**src/rtl/sdram_arbiter.sv**
```systemverilog
// sdram_arbiter: round-robin arbiter feeding one registered request to the SDRAM controller.
// Ports: clock/reset (async active-low), m_* master side, sdram_* controller side.
module sdram_arbiter #(
   parameter int NUM_MASTERS = 3,
   parameter int ADDR_W      = 26
) (
   input  logic                          clock,
   input  logic                          reset,
   input  logic [NUM_MASTERS-1:0]        m_req,
   input  logic [NUM_MASTERS*ADDR_W-1:0] m_addr,
   input  logic [NUM_MASTERS-1:0]        m_write,
   input  logic [NUM_MASTERS*4-1:0]      m_byte_enable,
   input  logic [NUM_MASTERS*32-1:0]     m_wdata,
   output logic [NUM_MASTERS-1:0]        m_ack,
   output logic [31:0]                   m_rdata,
   output logic [NUM_MASTERS-1:0]        m_rdvalid,
   output logic [NUM_MASTERS-1:0]        sdram_req,
   output logic [ADDR_W-1:0]             sdram_addr,
   output logic                          sdram_write,
   output logic [3:0]                    sdram_byte_enable,
   output logic [31:0]                   sdram_wdata,
   input  logic                          sdram_ack,
   input  logic [31:0]                   sdram_rdata,
   input  logic [NUM_MASTERS-1:0]        sdram_rdvalid
);

   localparam int GW = $clog2(NUM_MASTERS);

   typedef enum logic {IDLE, BUSY} state_t;

   state_t                 state_q, state_d;
   logic [NUM_MASTERS-1:0] req_q, req_d;
   logic [NUM_MASTERS-1:0] ack_q, ack_d;
   logic [ADDR_W-1:0]      addr_q, addr_d;
   logic                   write_q, write_d;
   logic [3:0]             be_q, be_d;
   logic [31:0]            wdata_q, wdata_d;
   logic [GW-1:0]          gidx_q, gidx_d;
   logic [GW-1:0]          last_q, last_d;
   logic [31:0]            rdata_q, rdata_d;
   logic [NUM_MASTERS-1:0] rdv_q, rdv_d;

   logic [NUM_MASTERS-1:0] eligible;
   logic [GW-1:0]          pick_idx;
   logic                   found;

   // A master acked this cycle is still holding m_req; don't re-grant it.
   assign eligible = m_req & ~ack_q;

   // First eligible master scanning upward from last_grant+1, wrapping.
   always_comb begin
      pick_idx = '0;
      found    = 1'b0;
      for (int k = 1; k <= NUM_MASTERS; k++) begin
         if (!found && eligible[(int'(last_q) + k) % NUM_MASTERS]) begin
            found    = 1'b1;
            pick_idx = GW'((int'(last_q) + k) % NUM_MASTERS);
         end
      end
   end

   always_ff @(posedge clock or negedge reset) begin
      if (!reset) begin
         state_q <= IDLE;
         req_q   <= '0;
         ack_q   <= '0;
         addr_q  <= '0;
         write_q <= 1'b0;
         be_q    <= '0;
         wdata_q <= '0;
         gidx_q  <= '0;
         last_q  <= GW'(NUM_MASTERS - 1);
         rdata_q <= '0;
         rdv_q   <= '0;
      end else begin
         state_q <= state_d;
         req_q   <= req_d;
         ack_q   <= ack_d;
         addr_q  <= addr_d;
         write_q <= write_d;
         be_q    <= be_d;
         wdata_q <= wdata_d;
         gidx_q  <= gidx_d;
         last_q  <= last_d;
         rdata_q <= rdata_d;
         rdv_q   <= rdv_d;
      end
   end

   always_comb begin
      state_d = state_q;
      unique case (state_q)
         IDLE:    if (found) state_d = BUSY;
         BUSY:    if (sdram_ack) state_d = IDLE;
         default: state_d = IDLE;
      endcase
   end

   always_comb begin
      req_d   = req_q;
      ack_d   = '0;
      addr_d  = addr_q;
      write_d = write_q;
      be_d    = be_q;
      wdata_d = wdata_q;
      gidx_d  = gidx_q;
      last_d  = last_q;
      // Read return is a plain 1-cycle pipe, independent of the FSM.
      rdata_d = sdram_rdata;
      rdv_d   = sdram_rdvalid;
      if (state_q == IDLE && found) begin
         req_d   = NUM_MASTERS'(1) << pick_idx;
         addr_d  = m_addr[int'(pick_idx)*ADDR_W +: ADDR_W];
         write_d = m_write[pick_idx];
         be_d    = m_byte_enable[int'(pick_idx)*4 +: 4];
         wdata_d = m_wdata[int'(pick_idx)*32 +: 32];
         gidx_d  = pick_idx;
      end else if (state_q == BUSY && sdram_ack) begin
         req_d  = '0;
         ack_d  = req_q;
         last_d = gidx_q;
      end
   end

   assign m_ack             = ack_q;
   assign m_rdata           = rdata_q;
   assign m_rdvalid         = rdv_q;
   assign sdram_req         = req_q;
   assign sdram_addr        = addr_q;
   assign sdram_write       = write_q;
   assign sdram_byte_enable = be_q;
   assign sdram_wdata       = wdata_q;

endmodule

```
**config.mk**
```make
export PLATFORM = sky130hd
export DESIGN_NAME = sdram_arbiter
export DESIGN_NICKNAME = d
export VERILOG_FILES = /design/src/rtl/sdram_arbiter.sv
export SDC_FILE = /design/constraint.sdc
export NUM_CORES = 1
export LEC_CHECK = 0
export ABC_AREA = 1
export BUFFER_PORTS_ARGS = -buffer_cell sky130_fd_sc_hd__buf_2
export CORE_AREA = 2 2 130 132
export CTS_BUF_LIST = sky130_fd_sc_hd__clkbuf_8
export DETAILED_ROUTE_END_ITERATION = 12
export DIE_AREA = 0 0 132 134
export PLACE_DENSITY_LB_ADDON = 0.12
export SLEW_MARGIN = 5
export SYNTH_ARGS = -nofsm -noshare
export SYNTH_HDL_FRONTEND = slang
export SYNTH_SLANG_ARGS = --single-unit
```
**constraint.sdc**
```tcl
create_clock -name clock -period 2.5 [get_ports clock]
set_clock_uncertainty 0.1 [all_clocks]
set_input_delay 0.125 -clock clock [delete_from_list [all_inputs] [get_ports clock]]
set_output_delay 0.125 -clock clock [all_outputs]
set_load 0.1 [all_outputs]
```
==> summary.md <==
| Metric | Value |
|---|---|
| Status | `complete, no violations` |
| Slew headroom | `0.652` |
| Share of the synthesized area in the top cell type | `0.451` |
| Drt total wl | `around 22 mm` |
| Primary FF master, synth | `dfrtp_1` |
| Count of standard-cell rows | `47` |
| CP max FO | `53` |
| Compound-Gate Fraction of Synth Area | `0.126` |
| Final hold vios | `0` |
| Top cells by area, synth | `dfrtp_1 (45%), nand3_1 (13%), a21oi_2 (9.9%)` |
| Post-synth net total | `approximately 970` |
| Fin crit period | `between 2 and 2.5 ns` |
| Most instantiated cells after synthesis | `nand3_1 (153), inv_1 (140), nand2_1 (122), dfrtp_1 (108), a21oi_2 (68)` |
| Multiplexer area fraction after synthesis | `0` |
| Fmax | `roughly 430 MHz` |
| Routed wire per std cell | `about 15 um` |
| Final Max Tran Viols | `0` |
| Initial Utilization | `0.368` |
| Kind of critical path | `flip-flop to flip-flop` |
| Die W | `132 um` |
| DRT Pass-1 Iters | `5` |
| First-pass GRT wire length | `between 30 and 40 mm` |
| CTS tree | `built` |
| # DRC | `0` |
| Fillers | `around 1400` |
| Grt ovf | `0` |
| Post-Route Setup TNS | `0 ns` |
| Synthesized netlist cell count | `about 730` |
| DIE AREA | `0.0177 sq mm` |
| Via density | `~4.6` |
| Area of the multi-input gates | `around 0.0024 sq mm` |
| Max-cap violations | `0` |
| Hold_buf cts | `roughly 200` |
| # H-tree levels | `3` |
| Hold WC Path Type | `primary input to flip-flop` |
| Initial antenna violation count | `0` |
| Period utilization | `0.928` |
| Area grow syn2layout | `68.8%` |
| Largest net degree at the start of global routing | `54` |
| CTS Buf Count | `9` |
| Via count | `6854` |
| Iter 0 DRT Violations | `280` |
| Least-Margin Pin Slew | `roughly 0.53 ns` |
| Ys Warns | `0` |
| Sink Count | `~110` |
| Post-synthesis adder-cell area fraction | `0.00627` |
| Final GP Congestion | `around 0.85` |
| Slowest Stage Delay on Critical Path | `~0.56 ns` |
| Worst skew pair latency | `between 0.3 and 0.4 ns` |
| DRT antenna net count | `0` |
| Post-synth EDFFs | `0` |
| Post-synthesis sequential area ratio | `0.456` |
| Overall Global Routing Usage | `0.247` |
| CP Cell Sequence | `ha_1 -> inv_2 -> nand3_2 -> nand3_2 -> nand2_4 -> nand4_2 -> nand2_4 -> inv_2 -> buf_12 -> nand3_1 -> nand3_1` |
| Vias in the first global route | `around 7100` |
| Critical Path Start Type | `flip-flop` |
| Largest family of logic cells by synthesized area | `simple AND/OR/NAND/NOR gates` |
| Synth async-reset ratio | `1.00` |
| RSZ-0062 raised after global routing | `no` |
| Post-synthesis simple-gate area fraction | `0.268` |
| Post-Synth XOR/XNOR Area | `0` |
| Worst Path Required | `approximately 2.7 ns` |
| Ant diodes | `0` |
| Num ports | `roughly 330` |
| Mapped Area | `about 0.006 sq mm` |
| Register area | `0.00273 sq mm` |
| Die height | `134 um` |
| Count leader, synth | `nand3_1` |
| Library cells used by synthesis | `28` |
| PortBufs | `about 330` |
| CP Buf/Inv Count | `3` |
| HPWL Detailed | `13.8 mm` |
| Crit path max-delay family | `simple AND/OR/NAND/NOR gates` |
| Avg Cell Area, Syn | `a little over 8 sq um` |
| Synth Register Bits | `109` |
| Worst-path clk slew | `~0.11 ns` |
| Post-CTS Setup Inserts | `0` |
| Leading area contributor after synthesis | `dfrtp_1` |
| Clock Tree Root | `clkbuf_8` |
| Finish-stage setup viols | `0` |
| Core Footprint | `approximately 0.016 sq mm` |
| Nets | `between 1000 and 1500` |
| CTS resizes | `0` |
| Kind of end point of the critical path | `flip-flop` |
| Layout cells sized above 1 | `0.379` |
| Slowest stage cell, crit path | `dfstp_2` |
| Clock Path Buffers | `2` |
| Data arrival, critical path | `2.55 ns` |
## cells in the final DEF, fill, tap and decap left out, drive strengths merged
cell type    count
buf            352
dlygate4sd3    204
nand3          157
inv            147
nand2          129
dfrtp          108
a21oi           86
nor2            47
clkbuf          10
o21ai            7
nand4            4
o22ai            3
ha               3
clkinvlp         2
clkinv           2
dfstp            1
## tightest hold or removal path: cells and delay by family
family	cells	cell delay (ns)
AO/OA/AOI/OAI	1	0.05
buffers and inverters	2	0.14
AND/OR/NAND/NOR	2	0.15
## state kept, by name, summed over array words and instances, names as in the netlist, 2 cells and up
signal	cells
sdram_byte_enable	4
m_rdata	32
sdram_req	3
last_q	2
sdram_wdata	32
gidx_q	2
m_ack	3
sdram_addr	26
m_rdvalid	3
## layer usage
metal / GRT usage / share of wire / up-vias
li1: - / - / 3339
met1: 0.289 / 0.39 / 3122
met2: 0.442 / 0.50 / 345
met3: 0.0552 / 0.080 / 48
met4: 0.0954 / 0.031 / 0
met5: 0 / 0 / -
## cell type report
class	instances	area share
clock buffers	10	0.0136
clock inverters	6	0.00544
inverters	145	0.0538
multi-input cells	436	0.238
flip-flops and latches	109	0.270
well taps	220	0.0272
repair buffers	556	0.392
## cell families (layout without fill, tap and decap cells)
| group | Yosys count | after routing |
|---|---|---|
| flops | 109 | 109 |
| fa+ha+maj | 3 | 3 |
| compound gates | 96 | 96 |
| simple gates | 337 | 337 |
| buf+inv | 188 | 717 |
## through the flow
step | setup slack [ns] | instances | util | area [sq um] | hold slack, ns
floorplan | 0.0867 | 733 | - | 5990 | -0.271
global placement | 0.257 | 1262 | 0.484 | 7880 | -0.0173
detailed placement | 0.211 | 1262 | 0.484 | 7880 | -0.0191
CTS | 0.197 | 1482 | 0.621 | 10100 | 0.0000852
global route | 0.0186 | 1482 | 0.621 | 10100 | 0.0204
finish | 0.179 | 1482 | 0.621 | 10100 | 0.0132
## final timing paths
check | to | cells after the start | start | slack (ns)
worst max-delay path | sdram_addr[20] | 11 | last_q[1] | 0.18
worst min-delay path | sdram_wdata[3] | 5 | m_wdata[3] | 0.01
worst max register to register | sdram_addr[20] | 11 | last_q[1] | 0.18
worst min register to register | sdram_addr[24] | 2 | sdram_addr[24] | 0.41
max in group asynchronous | m_rdata[16] | 3 | reset | 1.39
min in group asynchronous | sdram_wdata[22] | 2 | reset | 0.09
Power is not shown: default switching activity piles up to over one toggle a cycle in this logic, so the estimate is an artifact.
